$ cat config.mk
export PLATFORM = sky130hd
export DESIGN_NAME = data_write_buffer
export DESIGN_NICKNAME = d
export VERILOG_FILES = /design/src/rtl/data_write_buffer.sv
export SDC_FILE = /design/constraint.sdc
export NUM_CORES = 1
export LEC_CHECK = 0
export CORE_MARGIN = 3
export CORE_UTILIZATION = 50
export DETAILED_ROUTE_END_ITERATION = 12
export DONT_BUFFER_PORTS = 1
export MAX_ROUTING_LAYER = met4
export PLACE_DENSITY = 0.68
export SLEW_MARGIN = 30
export SYNTH_ARGS = -nofsm -noshare
export SYNTH_HDL_FRONTEND = slang
export SYNTH_SLANG_ARGS = --single-unit
$ cat constraint.sdc
create_clock -name clk -period 14.93 [get_ports clk]
set_input_delay 2.986 -clock clk [delete_from_list [all_inputs] [get_ports clk]]
set_output_delay 2.986 -clock clk [all_outputs]
set_load 0.05 [all_outputs]
$ cat src/rtl/data_write_buffer.sv
`default_nettype none
// ============================================================================
// Module   : data_write_buffer
// Purpose  : Posted-store buffer between the CPU memory-access stage and a
//            word-addressed data memory. Stores are queued in a circular FIFO
//            and retired one per cycle when the memory port is free. Loads own
//            the port; loads that hit a queued store are forwarded from the
//            youngest matching entry.
// Options  : WBUF_COALESCE_EN - when defined, a store to the same word as the
//            youngest entry overwrites that entry in place.
// Ports    : clk, reset          - clock, synchronous active-high reset
//            cpu_rd/cpu_wr       - CPU load / store request
//            cpu_addr/cpu_wdata  - byte address (word aligned) / store data
//            cpu_rdata           - load data (combinational)
//            cpu_stall           - CPU must hold its request and retry
//            drain               - empty the buffer before proceeding
//            mem_ready           - memory port free for a buffered write
//            mem_rd/mem_wr       - memory read / write enables
//            mem_addr/mem_wdata  - memory address / write data
//            mem_rdata           - memory read data (combinational)
//            count/empty         - occupancy / occupancy == 0
// Revision : 1.0 - initial release
// ============================================================================
module data_write_buffer #(
  parameter int DEPTH = 4,
  parameter int CW    = 3
) (
  input  logic          clk,
  input  logic          reset,
  input  logic          cpu_rd,
  input  logic          cpu_wr,
  input  logic [31:0]   cpu_addr,
  input  logic [31:0]   cpu_wdata,
  output logic [31:0]   cpu_rdata,
  output logic          cpu_stall,
  input  logic          drain,
  input  logic          mem_ready,
  output logic          mem_rd,
  output logic          mem_wr,
  output logic [31:0]   mem_addr,
  output logic [31:0]   mem_wdata,
  input  logic [31:0]   mem_rdata,
  output logic [CW-1:0] count,
  output logic          empty
);

  localparam int AW = (DEPTH > 1) ? $clog2(DEPTH) : 1;

  // Entry storage; contents are only meaningful between head and tail,
  // so the arrays themselves carry no reset.
  logic [29:0]   r_addr [DEPTH];
  logic [31:0]   r_data [DEPTH];
  logic [AW-1:0] r_head;
  logic [AW-1:0] r_tail;
  logic [CW-1:0] r_count;

  logic          w_hit;
  logic [31:0]   w_fwd;
  logic          w_miss;
  logic          w_empty;
  logic          w_full;
  logic          w_pop;
  logic          w_push;
  logic          w_stall;
  logic          w_coal_ok;

  assign w_empty = (r_count == '0);
  assign w_full  = (r_count == CW'(DEPTH));

  // Scan oldest to youngest so the last match (youngest) wins.
  always_comb begin
    w_hit = 1'b0;
    w_fwd = '0;
    for (int k = 0; k < DEPTH; k++) begin
      if ((CW'(k) < r_count) &&
          (r_addr[r_head + AW'(k)] == cpu_addr[31:2])) begin
        w_hit = 1'b1;
        w_fwd = r_data[r_head + AW'(k)];
      end
    end
  end

  // A load miss owns the memory port, so nothing retires that cycle.
  assign w_miss = cpu_rd & ~w_hit;
  assign w_pop  = ~reset & ~w_empty & mem_ready & ~w_miss;

`ifdef WBUF_COALESCE_EN
  logic [AW-1:0] w_young;
  logic          w_coal;
  assign w_young = r_tail - AW'(1);
  // Merging into the head while it is leaving would lose the new data,
  // so that case allocates a fresh entry instead.
  assign w_coal_ok = cpu_wr & ~w_empty &
                     (r_addr[w_young] == cpu_addr[31:2]) &
                     ~(w_pop & (r_count == CW'(1)));
  assign w_coal    = ~reset & w_coal_ok & ~w_stall;
`else
  assign w_coal_ok = 1'b0;
`endif

  // A store held off by a drain is not accepted; the CPU retries it.
  assign w_stall = ~reset & ((drain & ~w_empty) |
                             (cpu_wr & w_full & ~w_pop & ~w_coal_ok));
  assign w_push  = ~reset & cpu_wr & ~w_stall & ~w_coal_ok & (~w_full | w_pop);

  assign cpu_stall = w_stall;
  assign mem_rd    = ~reset & w_miss;
  assign mem_wr    = w_pop;
  assign mem_addr  = w_miss ? cpu_addr : {r_addr[r_head], 2'b00};
  assign mem_wdata = r_data[r_head];
  assign cpu_rdata = (reset | ~cpu_rd) ? '0 : (w_hit ? w_fwd : mem_rdata);
  assign count     = r_count;
  assign empty     = w_empty;

  always_ff @(posedge clk) begin
    if (reset) begin
      r_head  <= '0;
      r_tail  <= '0;
      r_count <= '0;
    end else begin
      if (w_pop)  r_head <= r_head + AW'(1);
      if (w_push) r_tail <= r_tail + AW'(1);
      if (w_push & ~w_pop)
        r_count <= r_count + CW'(1);
      else if (w_pop & ~w_push)
        r_count <= r_count - CW'(1);
    end
  end

  always_ff @(posedge clk) begin
    if (w_push) begin
      r_addr[r_tail] <= cpu_addr[31:2];
      r_data[r_tail] <= cpu_wdata;
    end
`ifdef WBUF_COALESCE_EN
    else if (w_coal) begin
      r_data[w_young] <= cpu_wdata;
    end
`endif
  end

endmodule
`default_nettype wire

* After elaboration in Yosys (flattened, before gate mapping)
Memory sizes are Yosys's and may differ from the RTL's. A register that Yosys moved wholly into a read port is not among the register bits.
Cells that the tools add are included.
Widths: inputs -> output; s select.
** Cells by class
- Reductions and logical operators :: 6
- Bitwise logic cells :: 26
- Shift-type cells :: 0
- Mux-type cells :: 19
- Add/sub/neg operators :: 6
- Eq/ne operators :: 5
- Order comparisons :: 4
- Multiply operators :: 0
- Div/mod/pow operators :: 0
** Operators with widths (number)
- $mux 32 :: 7
- $eq 30x30->1 :: 4
- $and 1x1->1 :: 14
- $not 1->1 :: 9
- $mux 2 :: 4
- $lt 1x3->1 const A :: 2
- $lt 2x3->1 const A :: 2
- $mux 1 :: 6
- $mux 3 :: 2
- $add 2x1->2 const B :: 2
- $add 2x2->2 const B :: 2
- $logic_and 1x1->1 :: 4
- $add 3x1->3 const B :: 1
- $eq 3x3->1 const B :: 1
- $logic_not 3->1 :: 1
- $or 1x1->1 :: 3
- $sub 3x1->3 const B :: 1
- $reduce_bool 2->1 :: 1
** Word-level totals
- Memory bits (read-only) :: 0
- Bits in latches :: 0
- Output and inout bits :: 103
- Flip-flop bits (word level) :: 7
- Bits in writable memories :: 248
- Word-level logic and storage cells :: 71
- Memories :: 2
- Bits of input ports :: 102
** Memories
- r_data :: depth 4, width 32, read ports 4, clocked after Yosys merged registers in 1, wr ports 1, line 52 : logic [31:0] r_data [DEPTH];
- r_addr :: depth 4, width 30, read ports 4, clocked after Yosys merged registers in 1, wr ports 1, line 51 : logic [29:0] r_addr [DEPTH];

* Depth between registers and ports, before layout
Gate-level depths: netlist (run 1).
An unclocked memory read counts as a cell.
- Depth after elaboration :: 22
- Depth in mapped cells :: 20
- Depth with buffers taken out :: 15

* Worst setup path before layout (run 1)
Ideal clock, no wire load.
- Path kind :: input-to-output
- Start :: input cpu_addr[8]
- End :: output mem_wr
- Setup slack :: 5.739 ns
- Data required time :: 11.944 ns
- Data arrival time :: 6.205 ns
- Cell stages on the path :: 9
- Buffers on the path :: 2
- Cell sequence :: clkbuf_1 -> a221o_1 -> nor4_1 -> a31oi_1 -> or4_1 -> o41ai_2 -> nor2_2 -> buf_2 -> nor3_1
** On the way
- Word-level cells in the longest chain between the ends :: 10
- Elaborated cells on any way between the ends :: 16
- Those cells by class :: 4 x eq/ne; 4 x mux; 4 x bitwise; 4 x reduce/logical
** RTL lines
- start: declaration :: line 32 : input logic [31:0] cpu_addr,
- $eq 30x30->1 :: line 76 : (r_addr[r_head + AW'(k)] == cpu_addr[31:2])) begin
- $logic_and 1x1->1 :: line 75 : if ((CW'(k) < r_count) &&
- $mux 1 (3 in series) :: line 75
- $mux 1 (*) :: line 75
- $not 1->1 (*) :: line 84 : assign w_miss = cpu_rd & ~w_hit;
- $and 1x1->1 (*) :: line 84
- $not 1->1 (*) :: line 85 : assign w_pop = ~reset & ~w_empty & mem_ready & ~w_miss;
- $and 1x1->1 (*) :: line 85
- end: declaration :: line 39 : output logic mem_wr,
Mark *: on every way between the ends. The rest lies on a longest branch, timed or not.

* Worst setup path in the final report (run 1)
- Start :: input cpu_addr[12]
- End :: output cpu_stall
** On the way
- Word-level cells in the longest chain between the ends :: 14
- Elaborated cells on any way between the ends :: 20
- Those cells by class :: 4 x eq/ne; 4 x mux; 8 x bitwise; 4 x reduce/logical
** RTL lines
- $eq 30x30->1 :: line 76
- $logic_and 1x1->1 :: line 75
- $mux 1 (3 in series) :: line 75
- $mux 1 (*) :: line 75
- $not 1->1 (*) :: line 84
- $and 1x1->1 (*) :: line 84
- $not 1->1 (*) :: line 85
- $and 1x1->1 (*) :: line 85
- $not 1->1 (*) :: line 103 : (cpu_wr & w_full & ~w_pop & ~w_coal_ok));
- $and 1x1->1 (*) :: line 103
- $or 1x1->1 (*) :: line 102 : assign w_stall = ~reset & ((drain & ~w_empty) |
- $and 1x1->1 (*) :: line 102
- end: declaration :: line 35 : output logic cpu_stall,
Marks and branches as above.

==> impl_summary.txt, run 1 <==
----------------------------------------------------
[Final layout]
  Fill count ... 2736
  Final cell count without fillers ... around 1600
  Final non-filler cell area ... 0.0186 mm^2
  Layout overhead on the synthesized area ... 6.99%
  Total number of nets in the final design ... 1244
  Area taken by flip-flops and latches ... 0.00764 mm^2
  Share of layout cells above drive strength 1 ... 0.300
  End-of-flow core utilization ... 0.548
  Footprint of the multi-input gates ... around 0.0092 mm^2

[Yosys]
  Total of warnings raised by yosys ... 0
  Count of flip-flops with a built-in enable after synthesis ... 248
  Seq cells post-synth ... 257
  Number of distinct library cells after synthesis ... between 60 and 70
  Mean post-synth cell area ... 14.5 um^2
  Cell types occupying the most area after synthesis ... sky130_fd_sc_hd__edfxtp_1 (43%), sky130_fd_sc_hd__mux4_2 (26%), sky130_fd_sc_hd__mux2i_1 (4.7%)
  Share of async-settable or async-resettable flops after synthesis ... 0
  Synth top area share ... 0.428
  Cell accounting for the most synthesized area ... sky130_fd_sc_hd__edfxtp_1
  Share of synthesized area occupied by flip-flops and latches ... 0.438
  Synthesized instance count ... 1201
  Net count after synthesis ... 1312
  Total standard cell area after synthesis ... 0.0174 mm^2
  Post-synth top flop ... sky130_fd_sc_hd__edfxtp_1

[Worst setup path]
  Capturing element of the worst setup path ... cpu_stall
  Worst setup path class ... primary input to primary output
  Reg2Reg Depth ... 14
  Maximum fanout encountered on the critical timing path ... 65
  Critical path startpoint category ... primary input
  Type of destination of the critical path ... primary output
  Reg-to-reg critical path endpoint ... count[2]
  R2r startpoint ... r_head[0]
  Launch point of the critical path ... cpu_addr[12]
  Req. time, crit path ... 11.94 ns
  Slack of the worst reg-to-reg path ... ~8.6 ns
  Signal arrival time at the worst endpoint ... 6.41 ns

[Clock network]
  Number of buffers created by CTS ... 30
  Max Root-Sink Buffers ... 3
  CTS H-Tree Depth ... 1
  CTS Hold Bufs ... 0
  Root cell of the clock tree ... sky130_fd_sc_hd__clkbuf_16
  Count of instances resized after the clock tree is built ... 0
  Post-CTS setup-driven buffer insertion count ... 0
  Number of sinks driven by the clock tree ... 257
  CTS tree ... built
  Clock transition at the register clock pins on the worst setup and hold paths after CTS ... 0.06 ns
  Clock latency of the later-clocked register in the worst-skew pair ... 0.57 ns

[STA]
  Tightest Pin Transition ... 1.03 ns
  Worst-case clock skew ... about 0.018 ns
  Setup repair after global routing missed its margin ... no
  Ratio of final minimum period to clock period ... 0.630
  TNS Setup ... 0 ns
  Hold_ws ... 0.518 ns
  Max transition margin ... 0.306
  Fin. max-slew vios ... 0
  Highest attainable clock frequency ... 0.106 GHz
  Count of endpoints failing hold in the final timing report ... 0
  Fin crit period ... 9.40 ns
  Final setup violation count ... 0

[Outcome]
  Outcome ... finished, final reports clean

[Floorplan]
  Top-level port count ... 205
  Die width ... 193 um
  Standard-cell row count ... between 60 and 70
  Total die area ... approximately 0.037 mm^2
  Die Y ... approximately 190 um
  Area of the core region ... 0.0340 mm^2
  Effective utilization at floorplan ... 0.512

[Global routing]
  Antenna violations before repair ... 1
  Vias in the first global route ... about 11000
  Total congestion overflow ... 0
  First-pass GRT wire length ... 66900 um
  Pin count of the biggest net entering global routing ... 176
  Overall global routing resource usage ... 0.245

[Route]
  Antenna-violating nets left ... 0
  WL per Instance ... approximately 28 um
  Number of iterations in the first detailed-routing pass ... 7
  Routed via count divided by cell count ... 7.01
  Routed Wire Length ... 45200 um
  Detailed router's first-iteration violation count ... 940
  Overall via count from detail_route ... 11200
  Post-route DRC violation count ... 0

[Power]
  Cell Pwr Density ... 120 mW/mm^2
  Highest ir drop seen on vdd ... approximately 87 uV
  Static Leak ... 5.22 nW

[Placement]
  Port buffer count ... 0
  Placed cells ... 1548
  Last weighted congestion value of the routability-driven placer ... 0.937
  Post-detailed-placement cell area ... 0.0176 mm^2
  Dpl hpwl ... 29400 um

[Hold path]
  Kind of path behind the tightest hold check ... flip-flop to flip-flop

[Job]
  Max-cap check violation count ... 0

----------------------------------------------------
sequential cells by signal, summed over array words and instances, names as in the netlist, named ones only:
| register | cells |
|---|---|
| count | 3 |
| r_addr | 120 |
| r_data | 128 |
| r_head | 2 |
| r_tail | 2 |
metrics by stage:
| stage | power (W) | setup WS, ns |
|---|---|---|
| finish | 0.00223 | 5.53 |
| global route | 0.00233 | 5.20 |
| CTS | 0.00225 | 5.43 |
| detailed placement | 0.00156 | 5.44 |
| global placement | 0.00155 | 5.53 |
| floorplan | 0.00145 | 5.74 |
worst min-delay path by stage:
stage | from | endpoint | slack [ns] | cells after the start
detailed placement | r_tail[0] | r_tail[0] | 0.51 | 1
floorplan | r_tail[0] | r_tail[0] | 0.48 | 1
CTS | r_tail[0] | r_tail[0] | 0.52 | 1
global route | r_tail[0] | r_tail[0] | 0.58 | 1
global placement | r_tail[0] | r_tail[0] | 0.49 | 1
finish | r_tail[0] | r_tail[0] | 0.52 | 1
cell usage in the layout (no fill, tap or decap), types with 3 or more instances in the layout:
master,instances
sky130_fd_sc_hd__a211oi_1,3
sky130_fd_sc_hd__a21oi_1,17
sky130_fd_sc_hd__a221oi_1,3
sky130_fd_sc_hd__a22o_1,3
sky130_fd_sc_hd__a22oi_1,35
sky130_fd_sc_hd__a2bb2oi_1,5
sky130_fd_sc_hd__a31o_2,32
sky130_fd_sc_hd__and2_1,3
sky130_fd_sc_hd__and2_4,4
sky130_fd_sc_hd__buf_12,6
sky130_fd_sc_hd__buf_4,10
sky130_fd_sc_hd__clkbuf_1,5
sky130_fd_sc_hd__clkbuf_16,31
sky130_fd_sc_hd__clkinv_1,10
sky130_fd_sc_hd__dfxtp_1,5
sky130_fd_sc_hd__dfxtp_4,4
sky130_fd_sc_hd__edfxtp_1,248
sky130_fd_sc_hd__ha_1,9
sky130_fd_sc_hd__inv_1,18
sky130_fd_sc_hd__mux2_2,36
sky130_fd_sc_hd__mux2i_1,82
sky130_fd_sc_hd__mux4_2,202
sky130_fd_sc_hd__nand2_1,19
sky130_fd_sc_hd__nand2b_1,36
sky130_fd_sc_hd__nand3_1,37
sky130_fd_sc_hd__nand4_1,20
sky130_fd_sc_hd__nor2_1,43
sky130_fd_sc_hd__nor3_1,4
sky130_fd_sc_hd__nor4_1,6
sky130_fd_sc_hd__o211ai_1,5
sky130_fd_sc_hd__o21a_1,4
sky130_fd_sc_hd__o21ai_0,16
sky130_fd_sc_hd__o21ai_1,29
sky130_fd_sc_hd__o21ai_2,4
sky130_fd_sc_hd__o221ai_1,5
sky130_fd_sc_hd__o22ai_1,4
sky130_fd_sc_hd__o2bb2ai_1,3
sky130_fd_sc_hd__xnor2_1,81
sky130_fd_sc_hd__xor2_1,17
layout make-up:
cell class                      count  share of cell area
Timing Repair Buffer               19              0.0141
Clock buffer                       36              0.0427
Multi-Input combinational cell    806               0.492
Sequential cell                   257               0.411
Tap cell                          448              0.0301
Antenna cell                        1            0.000134
Inverter                           19             0.00383
Clock inverter                     16             0.00692
critical path, stage by stage:
cell	delay, ns
sky130_fd_sc_hd__xnor2_1	0.21
sky130_fd_sc_hd__nor4_1	0.09
sky130_fd_sc_hd__a22o_1	0.25
sky130_fd_sc_hd__nand4_1	0.10
sky130_fd_sc_hd__buf_4	0.50
sky130_fd_sc_hd__nand3b_1	0.35
sky130_fd_sc_hd__nor2_4	0.60
sky130_fd_sc_hd__buf_4	0.38
sky130_fd_sc_hd__o211ai_1	0.14
sky130_fd_sc_hd__a211oi_2	0.78
synthesized netlist by cell type (8+ instances only):
cell type / count
sky130_fd_sc_hd__a21oi_1: 17
sky130_fd_sc_hd__o21ai_0: 33
sky130_fd_sc_hd__dfxtp_1: 9
sky130_fd_sc_hd__buf_4: 11
sky130_fd_sc_hd__nand2_1: 19
sky130_fd_sc_hd__a31o_2: 32
sky130_fd_sc_hd__mux2i_1: 82
sky130_fd_sc_hd__nor2_1: 43
sky130_fd_sc_hd__clkbuf_1: 54
sky130_fd_sc_hd__ha_1: 9
sky130_fd_sc_hd__buf_2: 34
sky130_fd_sc_hd__nand3_1: 37
sky130_fd_sc_hd__buf_6: 8
sky130_fd_sc_hd__xnor2_1: 81
sky130_fd_sc_hd__mux2_2: 36
sky130_fd_sc_hd__edfxtp_1: 248
sky130_fd_sc_hd__nand4_1: 20
sky130_fd_sc_hd__a22oi_1: 35
sky130_fd_sc_hd__o21ai_1: 16
sky130_fd_sc_hd__buf_1: 11
sky130_fd_sc_hd__mux4_2: 202
sky130_fd_sc_hd__nand2b_1: 36
sky130_fd_sc_hd__inv_1: 18
sky130_fd_sc_hd__xor2_1: 17
power by group:
part,leakage (nW),switching [W],internal (W),total (W)
logic,2.45,0.000375,0.000245,0.000620
clock network,0.447,0.000287,0.000408,0.000695
registers,2.32,0.0000665,0.000853,0.000920
kinds of logic (layout without fill, tap and decap cells):
| logic type | after synthesis | after routing | synth area share |
|---|---|---|---|
| fa+ha+maj | 9 | 9 | 0.00647 |
| flops | 257 | 257 | 0.438 |
| xor+xnor | 98 | 98 | 0.0493 |
| mux | 320 | 320 | 0.332 |
| buf+inv | 138 | 90 | 0.0381 |
| other cells | 0 | 1 | 0 |
| compound gates | 191 | 191 | 0.0784 |
| simple gates | 188 | 188 | 0.0572 |
metal layers:
metal	vias to the layer above	wire length, um	part of all wire	track usage
met5	-	0	0	-
met4	0	1260	0.028	0.0686
met3	79	4500	0.10	0.0610
met2	516	21900	0.48	0.388
met1	5836	17600	0.39	0.318
li1	4794	-	-	-
(Power assumes the default switching activity.)
==> run 2: changes to the inputs <==
==> constraint.sdc (replaced) <==
create_clock -name clk -period 9.75 [get_ports clk]
set_input_delay 1.95 -clock clk [delete_from_list [all_inputs] [get_ports clk]]
set_output_delay 1.95 -clock clk [all_outputs]
set_load 0.05 [all_outputs]
==> impl_summary.txt, run 2 (synthesis gave the netlist of run 1 again) <==
----------------------------------------------------
[Clock network]
  Root cell of the clock tree ... sky130_fd_sc_hd__clkbuf_16
  Number of sinks driven by the clock tree ... 257
  Clock transition at the register clock pins on the worst setup and hold paths after CTS ... approximately 0.060 ns
  Post-CTS setup-driven buffer insertion count ... 0
  Count of instances resized after the clock tree is built ... 0
  CTS tree ... built
  Clock latency of the later-clocked register in the worst-skew pair ... 0.56 ns
  CTS Hold Bufs ... 0
  Max Root-Sink Buffers ... 3
  CTS H-Tree Depth ... 1
  Number of buffers created by CTS ... 30

[Hold path]
  Worst hold path cell count ... 1
  Hold EP ... r_tail[0]
  Hold Startpoint ... r_tail[0]
  Kind of path behind the tightest hold check ... flip-flop to flip-flop

[STA]
  Count of endpoints failing hold in the final timing report ... 0
  TNS Setup ... 0 ns
  Fin crit period ... 7.85 ns
  Hold_ws ... 0.516 ns
  Worst-case clock skew ... 0.0269 ns
  Ratio of final minimum period to clock period ... 0.805
  Final setup violation count ... 0
  Highest attainable clock frequency ... 0.127 GHz
  Worst Setup Slack, final ... roughly 1.9 ns
  Max transition margin ... 0.329
  Setup repair after global routing missed its margin ... no
  Tightest Pin Transition ... between 0.9 and 1 ns
  Fin. max-slew vios ... 0

[Final layout]
  Most frequent cells in the layout ... sky130_fd_sc_hd__edfxtp_1 (248), sky130_fd_sc_hd__mux4_2 (202), sky130_fd_sc_hd__mux2i_1 (82)
  Area taken by flip-flops and latches ... 0.00764 mm^2
  Commonest non-fill, non-tap cell in the layout ... sky130_fd_sc_hd__edfxtp_1
  Layout overhead on the synthesized area ... 7.05%
  Footprint of the multi-input gates ... ~0.0091 mm^2
  Share of layout cells above drive strength 1 ... 0.302
  Number of antenna repair diodes ... 0
  Reg with most FFs ... r_data
  Total number of nets in the final design ... 1246
  Flip-flop count of the largest register, all copies and words added ... 128
  End-of-flow core utilization ... 0.548
  Fill count ... between 2000 and 3000

[Route]
  Post-route DRC violation count ... 0
  Detailed router's first-iteration violation count ... 972
  Number of iterations in the first detailed-routing pass ... 6
  Overall via count from detail_route ... 11100
  Routed via count divided by cell count ... roughly 6.9
  WL per Instance ... 27.6 um
  Antenna-violating nets left ... 0
  Routed Wire Length ... between 40000 and 50000 um

[Worst setup path]
  Req. time, crit path ... 7.80 ns
  Cell depth of the worst setup path ... 10
  Reg2Reg Depth ... 14
  R2r startpoint ... r_head[0]
  Worst setup path class ... flip-flop to primary output
  Peak per-stage delay on the critical path ... 0.83 ns
  Reg-to-reg critical path endpoint ... count[2]
  Slowest library cell on the worst path ... sky130_fd_sc_hd__dfxtp_4
  Maximum fanout encountered on the critical timing path ... 44
  CP delay by family, top ... compound AO/OA/AOI/OAI gates
  CP Buf/Inv Count ... 2
  Slack of the worst reg-to-reg path ... 3.35 ns
  Type of destination of the critical path ... primary output
  Critical path startpoint category ... flip-flop
  Signal arrival time at the worst endpoint ... 5.90 ns
  Cell Chain, Critical Path ... buf_4 -> mux2i_1 -> mux2i_1 -> o21ai_0 -> nand4_1 -> or4_1 -> o41ai_2 -> nor2_4 -> buf_4 -> o21ai_1

[Global routing]
  Total congestion overflow ... 0
  First-pass GRT wire length ... 66200 um
  Pin count of the biggest net entering global routing ... 67
  Antenna violations before repair ... 0
  Vias in the first global route ... 10800
  Overall global routing resource usage ... 0.242

[Floorplan]
  Standard-cell row count ... between 60 and 70
  Die Y ... 193 um
  Die width ... about 190 um
  Effective utilization at floorplan ... 0.512
  Total die area ... 0.0371 mm^2
  Top-level port count ... approximately 210
  Area of the core region ... 0.0340 mm^2

[Power]
  Static Leak ... 5.24 nW
  Reg power frac ... 0.405
  Cell Pwr Density ... 186 mW/mm^2
  Part of the total power dissipated in the clock network ... 0.321
  Design internal power ... 0.00236 W
  Switching power ... 0.00111 W
  Highest ir drop seen on vdd ... between 150 and 200 uV
  Total power after layout ... 0.00347 W
  Combinational fraction of design power ... 0.274
  Switching part of the total ... 0.320

[Outcome]
  Outcome ... finished, final reports clean

[Placement]
  Port buffer count ... 0
  Last weighted congestion value of the routability-driven placer ... between 0.9 and 1
  Worst slack at placement ... about 2.5 ns
  Dpl hpwl ... 29300 um

[Job]
  Max-cap check violation count ... 0

----------------------------------------------------
-- run 2: cell types whose count changed in the layout (fill, tap and decap cells not counted), sizes merged --
| cell | change |
|---|---|
| bufinv | +2 |
| clkbuf | -2 |
| clkinv | +1 |
| inv | +1 |
| diode | -1 |
| buf | +2 |
-- run 2: metal layers --
metal / GRT usage / up-vias / share of wire
li1: - / 4818 / -
met5: - / - / 0
met4: 0.0586 / 0 / 0.024
met2: 0.398 / 486 / 0.50
met1: 0.308 / 5744 / 0.39
met3: 0.0570 / 77 / 0.087
-- run 2: worst max path at each step --
stage / startpoint / to
after global placement: r_head[0] / mem_addr[5]
after CTS: r_head[1] / cpu_stall
after floorplan: cpu_addr[8] / mem_wr
after global routing: r_head[1] / cpu_stall
final: r_head[0] / mem_addr[5]
after detailed placement: cpu_addr[13] / cpu_stall
-- run 2: through the flow --
step,area (um^2),cells
final,18600,1605
after global routing,18600,1605
after floorplan,17400,1201
after CTS,18600,1604
after detailed placement,17600,1550
after global placement,17600,1548
-- run 2: layout make-up --
| cell class | count | share of cell area |
|---|---|---|
| multi-input combinational | 806 | 0.491 |
| clock buffer | 34 | 0.0423 |
| timing repair buffer | 21 | 0.0120 |
| clock inverter | 20 | 0.0107 |
| sequential | 257 | 0.410 |
| tap | 448 | 0.0301 |
| inverter | 19 | 0.00383 |
-- run 2: power by group through the flow --
stage                     combinational [W]  sequential [W]  clock [W]
after floorplan                    0.000832         0.00138          0
after global placement             0.000933         0.00143          0
after detailed placement           0.000937         0.00144          0
after CTS                          0.000941         0.00142    0.00114
after global routing                0.00101         0.00142    0.00118
final                              0.000949         0.00141    0.00111
